File: config.mk
export PLATFORM = sky130hd
export DESIGN_NAME = hamming_secded_scrubber
export DESIGN_NICKNAME = d
export VERILOG_FILES = /design/src/rtl/hamming_secded_scrubber.sv
export SDC_FILE = /design/constraint.sdc
export NUM_CORES = 1
export LEC_CHECK = 0
export ABC_AREA = 1
export BUFFER_PORTS_ARGS = -buffer_cell sky130_fd_sc_hd__buf_2
export CAP_MARGIN = 20
export CORE_MARGIN = 2
export CORE_UTILIZATION = 55
export DETAILED_ROUTE_END_ITERATION = 7
export PLACE_DENSITY = 0.88
export SLEW_MARGIN = 20
export SYNTH_ARGS = -nofsm -noshare
export SYNTH_HDL_FRONTEND = slang
export SYNTH_SLANG_ARGS = --single-unit
File: constraint.sdc
create_clock -name clk -period 2.02 [get_ports clk]
set_input_delay 0.404 -clock clk [delete_from_list [all_inputs] [get_ports clk]]
set_output_delay 0.404 -clock clk [all_outputs]
set_load 0.02 [all_outputs]
File: src/rtl/hamming_secded_scrubber.sv
// -----------------------------------------------------------------------------
// hamming_secded_scrubber
//
// Background scrubber for a small memory protected by a (13,8) Hamming SECDED
// code. Each pass walks DEPTH entries. Every entry is read and classified:
//   - clean: nothing to do
//   - single error: fix it and write it back
//   - double error or invalid syndrome: count it and report it
// The host may write the same memory at any time. The scrubber defers to the
// host: it does not capture a read while a host write is in flight, and it
// does not write back over a host write.
//
// Codeword layout: code[12:1] hold Hamming positions 1..12. The parity bits
// are at positions 1, 2, 4 and 8. The data bits d0..d7 are at positions
// 3, 5, 6, 7, 9, 10, 11 and 12. code[0] is the even overall parity of
// code[12:1].
//
// Ports
//   clk              rising-edge clock
//   rst              asynchronous reset, active low
//   start            request one scrub pass (honoured only when idle)
//   host_wr_en       host write to the shared memory this cycle
//   host_addr        address of that host write
//   mem_addr         scrubber address into the memory (scan address)
//   mem_rdata        codeword at mem_addr (combinational read)
//   mem_wr_en        write-back strobe
//   mem_wdata        corrected codeword for write-back
//   busy             high whenever a pass is in progress
//   done             one-cycle pulse at the end of a pass
//   corr_count       corrected single errors (saturates at 255)
//   uncorr_count     uncorrectable words seen (saturates at 255)
//   uncorr_flag      sticky: set by any uncorrectable word
//   last_uncorr_addr address of the most recent uncorrectable word
// -----------------------------------------------------------------------------
module hamming_secded_scrubber #(
  parameter int DEPTH = 16
) (
  input  logic        clk,
  input  logic        rst,
  input  logic        start,
  input  logic        host_wr_en,
  input  logic [3:0]  host_addr,
  output logic [3:0]  mem_addr,
  input  logic [12:0] mem_rdata,
  output logic        mem_wr_en,
  output logic [12:0] mem_wdata,
  output logic        busy,
  output logic        done,
  output logic [7:0]  corr_count,
  output logic [7:0]  uncorr_count,
  output logic        uncorr_flag,
  output logic [3:0]  last_uncorr_addr
);

  localparam logic [3:0] LAST_ADDR = 4'(DEPTH - 1);
  localparam logic [7:0] CNT_MAX   = 8'hFF;

  typedef enum logic [2:0] {
    IDLE,
    READ,
    CHECK,
    WRITE,
    NEXT,
    DONE
  } state_t;

  state_t      state_reg;
  logic [3:0]  scan_addr_reg;
  logic [12:0] word_reg;
  logic [7:0]  corr_count_reg;
  logic [7:0]  uncorr_count_reg;
  logic        uncorr_flag_reg;
  logic [3:0]  last_uncorr_addr_reg;

  // Positions 1..12 covered by syndrome bit k: every position whose index
  // has bit k set.
  function automatic logic [11:0] cover_mask(input int k);
    logic [11:0] m;
    for (int p = 1; p <= 12; p++) begin
      m[p-1] = ((p >> k) & 1) != 0;
    end
    return m;
  endfunction

  logic [3:0]  syndrome;
  logic        parity_odd;
  logic        err_single;
  logic        err_uncorr;
  logic [12:0] flip_mask;
  logic        host_hit;

  for (genvar gi = 0; gi < 4; gi++) begin : g_syndrome
    assign syndrome[gi] = ^(word_reg[12:1] & cover_mask(gi));
  end

  assign parity_odd = ^word_reg;
  // Odd overall parity with syndrome 0 means code[0] itself flipped, so the
  // shift below lands on bit 0 in that case.
  assign err_single = parity_odd && (syndrome <= 4'd12);
  assign err_uncorr = (!parity_odd && (syndrome != 4'd0)) ||
                      (parity_odd && (syndrome > 4'd12));
  assign flip_mask  = 13'd1 << syndrome;
  // A host write to the entry being scrubbed makes the captured word stale.
  assign host_hit   = host_wr_en && (host_addr == scan_addr_reg);

  always_ff @(posedge clk or negedge rst) begin
    if (!rst) begin
      state_reg            <= IDLE;
      scan_addr_reg        <= 4'd0;
      word_reg             <= 13'd0;
      corr_count_reg       <= 8'd0;
      uncorr_count_reg     <= 8'd0;
      uncorr_flag_reg      <= 1'b0;
      last_uncorr_addr_reg <= 4'd0;
    end else begin
      case (state_reg)
        IDLE: begin
          if (start) begin
            scan_addr_reg <= 4'd0;
            state_reg     <= READ;
          end
        end
        READ: begin
          // Any host write may be modifying the memory, so do not sample yet.
          if (!host_wr_en) begin
            word_reg  <= mem_rdata;
            state_reg <= CHECK;
          end
        end
        CHECK: begin
          if (err_single) begin
            word_reg <= word_reg ^ flip_mask;
            if (corr_count_reg != CNT_MAX) begin
              corr_count_reg <= corr_count_reg + 8'd1;
            end
            state_reg <= host_hit ? NEXT : WRITE;
          end else if (err_uncorr) begin
            if (uncorr_count_reg != CNT_MAX) begin
              uncorr_count_reg <= uncorr_count_reg + 8'd1;
            end
            uncorr_flag_reg      <= 1'b1;
            last_uncorr_addr_reg <= scan_addr_reg;
            state_reg            <= NEXT;
          end else begin
            state_reg <= NEXT;
          end
        end
        WRITE: begin
          // Leave once the write went out, or give up if the host overwrote
          // this entry. Stall while the host writes some other entry.
          if (!host_wr_en || host_hit) begin
            state_reg <= NEXT;
          end
        end
        NEXT: begin
          if (scan_addr_reg == LAST_ADDR) begin
            state_reg <= DONE;
          end else begin
            scan_addr_reg <= scan_addr_reg + 4'd1;
            state_reg     <= READ;
          end
        end
        DONE: begin
          scan_addr_reg <= 4'd0;
          state_reg     <= IDLE;
        end
        default: begin
          state_reg <= IDLE;
        end
      endcase
    end
  end

  // The write strobe must also drop when the host takes the memory.
  // It follows the state register, so the asynchronous reset clears it at once.
  assign mem_wr_en        = (state_reg == WRITE) && !host_wr_en;
  assign mem_addr         = scan_addr_reg;
  assign mem_wdata        = word_reg;
  assign busy             = (state_reg != IDLE);
  assign done             = (state_reg == DONE);
  assign corr_count       = corr_count_reg;
  assign uncorr_count     = uncorr_count_reg;
  assign uncorr_flag      = uncorr_flag_reg;
  assign last_uncorr_addr = last_uncorr_addr_reg;

endmodule

# Word level (Yosys, flattened, before mapping)
# Cells that the tools add are included.
[word_totals] regBits=41 output_inout_bits=41
[classes] addsub=3 order_cmp=2 eq_ne=14 shift=1 mux=13 bitwise_logic=2 reduce_logical=25
[ops] cell="XOR reduction 12 bit" count=4
[ops] cell="2-to-1 mux 13 bit" count=2
[ops] cell="one-hot mux 13 bit (2 select lines)" count=1
[ops] cell="2-to-1 mux 3 bit" count=6
[ops] cell="adder 8 x 1 -> 8 bit (second input constant)" count=2
[ops] cell="!= test 8 bit (second input constant)" count=2
[ops] cell="one-hot mux 3 bit (5 select lines)" count=1
[ops] cell="AND reduction 3 bit" count=5
[ops] cell="XOR reduction 13 bit" count=1
[ops] cell="left shift 1 x 4 -> 13 bit (first input constant)" count=1
[ops] cell="XOR 13 bit" count=1
[ops] cell="one-hot mux 4 bit (3 select lines)" count=1
[ops] cell="!= test 2 bit (second input constant)" count=5
[ops] cell="2-to-1 mux 4 bit" count=2
[ops] cell="== test 3 x 2 -> 1 bit (second input constant)" count=2
[ops] cell="== test 3 bit (second input constant)" count=2
[ops] cell="nonzero test 3 bit" count=2
[ops] cell="logical AND 1 bit" count=5
[ops] cell="adder 4 x 1 -> 4 bit (second input constant)" count=1
[ops] cell="== test 4 bit" count=1
[ops] cell="== test 4 bit (second input constant)" count=1
[ops] cell="greater-than comparator 4 bit (second input constant)" count=1
[ops] cell="<= comparator 4 bit (second input constant)" count=1
[ops] cell="AND reduction 4 bit" count=1
[ops] cell="other kinds (7)" count=9

# Depth between registers and ports, before layout
# Gate-level depths: netlist (run 1).
[depth] depth_word=5 mapped_depth=17 depth_no_buf=16

# Least setup slack after synthesis (run 1)
# Ideal clock, no wire load.
[synth_timing] path_kind="reg2reg" startpoint="register word_reg[6], in the netlist mem_wdata[6]" endpoint="register uncorr_count_reg[1], in the netlist uncorr_count[1]" setup_time_ps=118 arrival_time_ps=1709 required_time_ps=1902 setup_slack_ps=193 stages_incl_launch_ff=16 n_path_buf=1 path_cell_list="dfrtp_1 -> inv_1 -> nand2_1 -> nand2_1 -> clkinv_1 -> nand2_1 -> nand2_2 -> nand2_1 -> nand2_2 -> nor2_1 -> nand2_1 -> nand3_1 -> nand2_2 -> buf_6 -> nand3_1 -> nand2_1"
[synth_via] elab_chain_len=5 word_cells_on_any_way=13
[synth_rtl] item="start: declaration" line_no="69" text="logic [12:0] word_reg;"
[synth_rtl] item="start signal: assignment" line_no="126" text="word_reg <= mem_rdata;"
[synth_rtl] item="start signal: assignment" line_no="132" text="word_reg <= word_reg ^ flip_mask;"
[synth_rtl] item="XOR reduction 12 bit / XOR reduction 13 bit (equally long branches)" line_no="93, 96"
[synth_rtl] item="greater-than comparator 4 bit (tied with other cells)" line_no="101" text="(parity_odd && (syndrome > 4'd12));"
[synth_rtl] item="logical AND 1 bit, on equally long branches" line_no="101, 100, 99"
[synth_rtl] item="logical OR 1 bit / inverter 1 bit (equally long branches)"
[synth_rtl] item="AND reduction 4 bit (no line) (*)"
[synth_rtl] item="end signal: assignment" line_no="139" text="uncorr_count_reg <= uncorr_count_reg + 8'd1;"
[synth_rtl] item="end: declaration" line_no="71" text="logic [7:0] uncorr_count_reg;"
# Every way passes the cells marked *; elsewhere a longest branch is shown, timed or not.
# A chain may end at the register's enable or synchronous reset.

# Worst setup path in the final report (run 1)
[layout_timing] startpoint="register word_reg[12], in the netlist mem_wdata[12]" endpoint="register corr_count_reg[2], in the netlist corr_count[2]"
[layout_via] elab_chain_len=4 word_cells_on_any_way=6
[layout_rtl] item="XOR reduction 12 bit" line_no="93" text="assign syndrome[gi] = ^(word_reg[12:1] & cover_mask(gi));"
[layout_rtl] item="<= comparator 4 bit" line_no="99" text="assign err_single = parity_odd && (syndrome <= 4'd12);"
[layout_rtl] item="logical AND 1 bit (*)" line_no="99"
[layout_rtl] item="AND reduction 3 bit (no line) (*)"
[layout_rtl] item="end signal: assignment" line_no="134" text="corr_count_reg <= corr_count_reg + 8'd1;"
[layout_rtl] item="end: declaration" line_no="70" text="logic [7:0] corr_count_reg;"
# Marks and branches as above.

==> summary.txt, run 1 <==
Run status
  • Outcome: complete, no violations

Floorplanning
  • Die area: around 6100 sq um
  • Starting density of the core: around 58%
  • Row cnt: 26
  • Die height: ~78 um
  • I/O pin count: 62
  • Core Box Area: 5205 sq um
  • Die width: 78.11 um

Placed design
  • Area post-placement: ~3500 sq um
  • Placement Setup Slack: -48.32 ps
  • Dpl hpwl: around 6 mm
  • Port Buf Inserts: 61
  • GP Congestion: 0.9800

GRT
  • Initial antenna violation count: 0
  • Gr usage total: between 20 and 30%
  • Number of global-route vias before repair: approximately 3.1k
  • Largest net degree at the start of global routing: 42
  • Total grt overflow: 0
  • First-pass GRT wire length: about 14 mm

Worst setup path
  • Startpoint Class: flip-flop
  • Crit path DAT: roughly 2100 ps
  • R2R setup slack: roughly 79 ps
  • CP peak stage delay: 470 ps
  • CP dominant cell by count: nand2_1
  • Req. time, crit path: around 2200 ps
  • WP buf/inv: 2
  • CP top delay family: simple AND/OR/NAND/NOR gates
  • CP max-delay cell: dfrtp_2
  • CP Capture Type: flip-flop
  • Critical Path, Cell by Cell: inv_2 -> nand2_1 -> nand2_1 -> nand2_2 -> nand2_2 -> nand2_1 -> nand2_4 -> nor2_4 -> nand2_2 -> nand2_4 -> inv_2 -> nand3_4 -> nand2_1 -> nand2_1
  • CP max FO: 9
  • Crit Path Class: flip-flop to flip-flop
  • Worst reg-to-reg path cell count: 14
  • R2R Path End: corr_count[2]$_DFFE_PN0P_
  • FF-to-FF Start: mem_wdata[12]$_DFFE_PN0P_

Synth
  • Ys Warns: 0
  • Sequential area share after synthesis: roughly 34%
  • Syn nets: 489
  • Cell variety after synth: 30
  • Mean Syn Cell Area: 6.495 sq um
  • Synthesis-stage register bit count: 41
  • Mapped Area: 3020 sq um
  • Mapped Cells: about 470

Routing
  • Remaining DRCs: 0
  • Via count: roughly 3.4k
  • Routed wire per std cell: around 14 um
  • Routed WL: between 8 and 9 mm
  • DR pass1 iterations: 5
  • Initial drt markers: around 360
  • Vias per inst: about 5.5
  • ANT nets after route: 0

Timing
  • Min Hold Slack: approximately 170 ps
  • Slew @ Worst Pin: ~530 ps
  • Tcrit/Tclk final: roughly 96%
  • Achievable Freq: slightly above 0.5 GHz
  • Max-slew headroom: about two thirds
  • Setup tns final: 0 ps
  • Setup violations, final: 0
  • Tmin final: about 1900 ps
  • Final Max Slew Viols: 0
  • Crit path setup slack, layout: 78.90 ps
  • Clk_skew: between 7 and 8 ps
  • Hold violation count in the final report: 0

Finish
  • Layout cell share with drive strength beyond 1: roughly 28%
  • Max reg flops: 12
  • Antenna Diode Count: 0
  • NumNets Final: around 580
  • Commonest non-fill, non-tap cell in the layout: nand2_1
  • Area Overhead vs Synth: 25.10%
  • Most frequent cells in the layout: nand2_1 (207), buf_2 (61), nand3_1 (46), dfrtp_1 (34), inv_1 (27)
  • Post-route design area: about 3800 sq um

Clock network
  • Reg clk slew, reported paths: around 80 ps
  • Skew-Pair Late Insertion Delay: 290 ps
  • Clock Path Buffers: 2
  • # H-tree levels: 2
  • Sink Count: 41
  • Cts hold-fix bufs: 0
  • Root buffer cell: clkbuf_8
  • CTS tree: built
  • TritonCTS Buffers: 5

Job
  • Max cap viols: 0

Worst hold path
  • Worst min path class: input pin to async pin
synth_stat cells:
library cell    n  area, sq um
a21oi_1         7        35.03
a21oi_4         1        16.27
a31oi_1         1        6.260
buf_1           1        3.750
buf_4           1        7.510
buf_6           2        22.52
clkbuf_1        3        11.26
clkinv_1        1        3.750
dfrtp_1        41         1026
ha_1            3        37.54
inv_1          30        112.6
inv_2           8        30.03
nand2_1       219        822.0
nand2_2        15        93.84
nand2_4         4        45.04
nand3_1        48        240.2
nand3_2         2        20.02
nand3b_1        1        7.510
nand4_1        20        125.1
nor2_1         24        90.09
nor2_2          1        6.260
nor2_4          2        22.52
nor3_1          3        15.01
nor3_4          1        16.27
o21ai_0         5        25.02
o22ai_1         1        6.260
o41ai_1         1        8.760
or2_2           1        6.260
xnor2_1         9        78.83
xor2_1          9        78.83
worst max-delay path by stage:
| stage | from | end | slack [ps] | cells past startpoint |
|---|---|---|---|---|
| after detailed placement | mem_wdata[6]$_DFFE_PN0P_ | uncorr_count[2]$_DFFE_PN0P_ | -50 | 15 |
| after floorplan | mem_wdata[6]$_DFFE_PN0P_ | uncorr_count[1]$_DFFE_PN0P_ | 190 | 15 |
| final | mem_wdata[12]$_DFFE_PN0P_ | corr_count[2]$_DFFE_PN0P_ | 80 | 14 |
| after CTS | mem_wdata[6]$_DFFE_PN0P_ | uncorr_count[2]$_DFFE_PN0P_ | 5 | 15 |
| after global routing | mem_wdata[1]$_DFFE_PN0P_ | corr_count[2]$_DFFE_PN0P_ | -90 | 16 |
| after global placement | mem_wdata[6]$_DFFE_PN0P_ | uncorr_flag$_DFFE_PN0P_ | -20 | 14 |
through the flow:
| step | util [%] | std cells |
|---|---|---|
| 6_report | 72.60 | 621 |
| 5_1_grt | 72.60 | 621 |
| 4_1_cts | 68.80 | 609 |
| 3_5_place_dp | 66.83 | 602 |
| 3_3_place_gp | 66.83 | 602 |
| 2_1_floorplan | - | 465 |
area by class of cell:
cell class	instances	area [sq um]
clock inverters	1	7.507
repair buffers	85	501.7
multi-input cells	379	1913
clock buffers	6	82.58
well taps	70	87.58
inverters	39	151.4
fillers	425	1426
flip-flops and latches	41	1035
repair_timing:
action	CTS	global route
endpoints found under the hold margin	0	0
endpoints found under the setup margin	13	37
resized for setup	3	37
buffers inserted	0	11
gates cloned	0	1
pin swaps	0	7
cells by family after synthesis:
group | share of synthesized area, %
AND/OR/NAND/NOR | 50.00
buffers and inverters | 6.338
flip-flops | 33.97
XOR/XNOR | 5.220
AO/OA/AOI/OAI | 3.231
adder cells (fa/ha/maj) | 1.243
per-layer routing:
layer / GRT usage, % / vias up / wire length (um)
li1: - / 1662 / -
met1: 37.61 / 1592 / 3713
met2: 47.16 / 171 / 4349
met3: 3.793 / 10 / 569
met4: 8.070 / 0 / 99
met5: 0 / - / 0
Power of run 1 is left out: the tool's default activity adds up to more than one toggle a clock period on the data nets, which glitch-free logic cannot reach.
==> run 2: changes to the inputs <==
--- a/config.mk
+++ b/config.mk
@@ -8,10 +8,12 @@
 export ABC_AREA = 1
 export BUFFER_PORTS_ARGS = -buffer_cell sky130_fd_sc_hd__buf_2
 export CAP_MARGIN = 20
+export CELL_PAD_IN_SITES_DETAIL_PLACEMENT = 0
+export CELL_PAD_IN_SITES_GLOBAL_PLACEMENT = 1
 export CORE_MARGIN = 2
-export CORE_UTILIZATION = 55
+export CORE_UTILIZATION = 39
 export DETAILED_ROUTE_END_ITERATION = 7
-export PLACE_DENSITY = 0.88
+export PLACE_DENSITY = 0.89
 export SLEW_MARGIN = 20
 export SYNTH_ARGS = -nofsm -noshare
 export SYNTH_HDL_FRONTEND = slang
==> run 2 against run 1 <==
  * Count of clock-buffer cells in the layout fell by 1
  * Maximum frequency down 2.9%
  * Sequential share of layout area fell by 0.77 points
  * Cell count is 6.1% higher
  * Core utilization down 21 points
  * Flip-flop and latch count unchanged
  * Register-to-register slack lost 60 ps
  * Setup slack got worse by 57 ps
  * Global-route usage decreased by 7.7 points
==> summary.txt, run 2 (synthesis gave the netlist of run 1 again) <==
Timing
  • Unrepaired setup endpoints after global routing: true
  • Achievable Freq: between 0.5 and 0.6 GHz
  • Max-slew headroom: between 60 and 70%
  • Slew @ Worst Pin: between 500 and 600 ps
  • Min Hold Slack: around 160 ps
  • Crit path setup slack, layout: 21.63 ps
  • Tcrit/Tclk final: between 90% and 100%
  • Final Max Slew Viols: 0
  • Tmin final: 1998 ps
  • Setup violations, final: 0
  • Hold violation count in the final report: 0
  • Clk_skew: around 7.6 ps

Worst setup path
  • Startpoint Class: flip-flop
  • WP buf/inv: 4
  • CP top delay family: simple AND/OR/NAND/NOR gates
  • CP max FO: 7
  • CP dominant cell by count: nand2_2
  • FF-to-FF Start: mem_wdata[1]$_DFFE_PN0P_
  • CP max-delay cell: dfrtp_2
  • CP Capture Type: flip-flop
  • Crit path DAT: between 2000 and 2500 ps
  • Crit Path Class: flip-flop to flip-flop
  • Worst reg-to-reg path cell count: 16
  • Req. time, crit path: around 2300 ps
  • CP peak stage delay: around 480 ps
  • Critical Path, Cell by Cell: inv_4 -> nand2_2 -> nand2_2 -> inv_2 -> nand2_2 -> nand2_2 -> nand2_2 -> inv_1 -> nor2_1 -> nand2_1 -> nand2_2 -> nand2_4 -> a21oi_4 -> clkbuf_16 -> nand2_1 -> nand2_1
  • R2R Path End: mem_wdata[3]$_DFFE_PN0P_
  • R2R setup slack: 20 ps

Clock network
  • # H-tree levels: 2
  • Sink Count: between 40 and 50
  • TritonCTS Buffers: 5
  • Reg clk slew, reported paths: approximately 80 ps
  • CTS tree: built
  • Clock Path Buffers: 2
  • Cts hold-fix bufs: 0
  • Root buffer cell: clkbuf_8
  • Skew-Pair Late Insertion Delay: around 300 ps

Worst hold path
  • Worst min path class: input pin to async pin

Finish
  • Layout cell share with drive strength beyond 1: 29.44%
  • Max reg flops: 12
  • Antenna Diode Count: 0
  • Core Util, Final: between 50% and 60%
  • Area Overhead vs Synth: 29.04%
  • Commonest non-fill, non-tap cell in the layout: nand2_1
  • Most frequent cells in the layout: nand2_1 (205), buf_2 (61), nand3_1 (47), dfrtp_1 (32), buf_4 (27)
  • NumNets Final: approximately 580

Routing
  • Remaining DRCs: 0
  • ANT nets after route: 0
  • Via count: around 3.3k
  • Routed wire per std cell: about 13 um
  • Routed WL: between 8 and 9 mm
  • Initial drt markers: about 170
  • DR pass1 iterations: 5
  • Vias per inst: 4.983

GRT
  • First-pass GRT wire length: approximately 14 mm
  • Number of global-route vias before repair: a little under 3k
  • Largest net degree at the start of global routing: 42
  • Initial antenna violation count: 0
  • Gr usage total: between 20% and 30%
  • Total grt overflow: 0

Run status
  • Outcome: complete, no violations

Placed design
  • Port Buf Inserts: slightly above 60
  • Dpl hpwl: 5.990 mm
  • GP Congestion: roughly 1
  • Placement Setup Slack: 35.20 ps

Floorplanning
  • Die width: between 90 and 100 um
  • Starting density of the core: between 30% and 40%
  • Row cnt: 32
  • Die area: 8465 sq um
  • I/O pin count: 62
  • Die height: 92.01 um
  • Core Box Area: roughly 7600 sq um

Job
  • Max cap viols: 0
==> run 2: changes by cell type in the layout (fill, tap and decap cells not counted), sizes merged <==
cell / before / now
clkinv: 0 / 2
buf: 85 / 91
bufinv: 0 / 1
clkinvlp: 1 / 0
nand2: 239 / 238
inv: 39 / 38
==> run 2: what timing repair did <==
action                     in CTS  in global routing
setup endpoints to repair       0                 35
setup buffers                   0                 18
resized for setup               0                 40
==> run 2: metrics by stage <==
step / TNS (ps) / area [sq um] / cells
3_3_place_gp: 0 / 3511 / 633
3_5_place_dp: 0 / 3511 / 633
2_1_floorplan: 0 / 3020 / 465
4_1_cts: 0 / 3615 / 640
6_report: 0 / 3897 / 659
5_1_grt: -1556 / 3897 / 659
==> run 2: area by class of cell <==
class	count	area (sq um)
Clock buffer	5	68.82
Clock inverter	2	35.03
Fill cell	768	3710
Inverter	39	148.9
Multi-Input combinational cell	378	1896
Sequential cell	41	1037
Tap cell	102	127.6
Timing Repair Buffer	92	584.3
==> run 2: how the worst max path moves through the flow <==
| stage | startpoint | to | cells past startpoint |
|---|---|---|---|
| after floorplan | mem_wdata[6]$_DFFE_PN0P_ | uncorr_count[1]$_DFFE_PN0P_ | 15 |
| after global placement | mem_wdata[1]$_DFFE_PN0P_ | mem_wdata[6]$_DFFE_PN0P_ | 16 |
| after detailed placement | mem_wdata[7]$_DFFE_PN0P_ | last_uncorr_addr[0]$_DFFE_PN0P_ | 14 |
| after CTS | mem_wdata[7]$_DFFE_PN0P_ | last_uncorr_addr[0]$_DFFE_PN0P_ | 14 |
| after global routing | mem_wdata[1]$_DFFE_PN0P_ | mem_wdata[4]$_DFFE_PN0P_ | 17 |
| final | mem_wdata[1]$_DFFE_PN0P_ | mem_wdata[3]$_DFFE_PN0P_ | 16 |
==> run 2: metal layers <==
| metal | global-route usage, % | vias to the layer above | wire length (um) |
|---|---|---|---|
| met3 | 3.780 | 8 | 482 |
| met1 | 27.84 | 1499 | 3897 |
| met2 | 32.54 | 100 | 3982 |
| li1 | - | 1677 | - |
| met4 | 6.095 | 0 | 80 |
| met5 | 0 | - | 0 |
Power of run 2 is left out for the same reason.
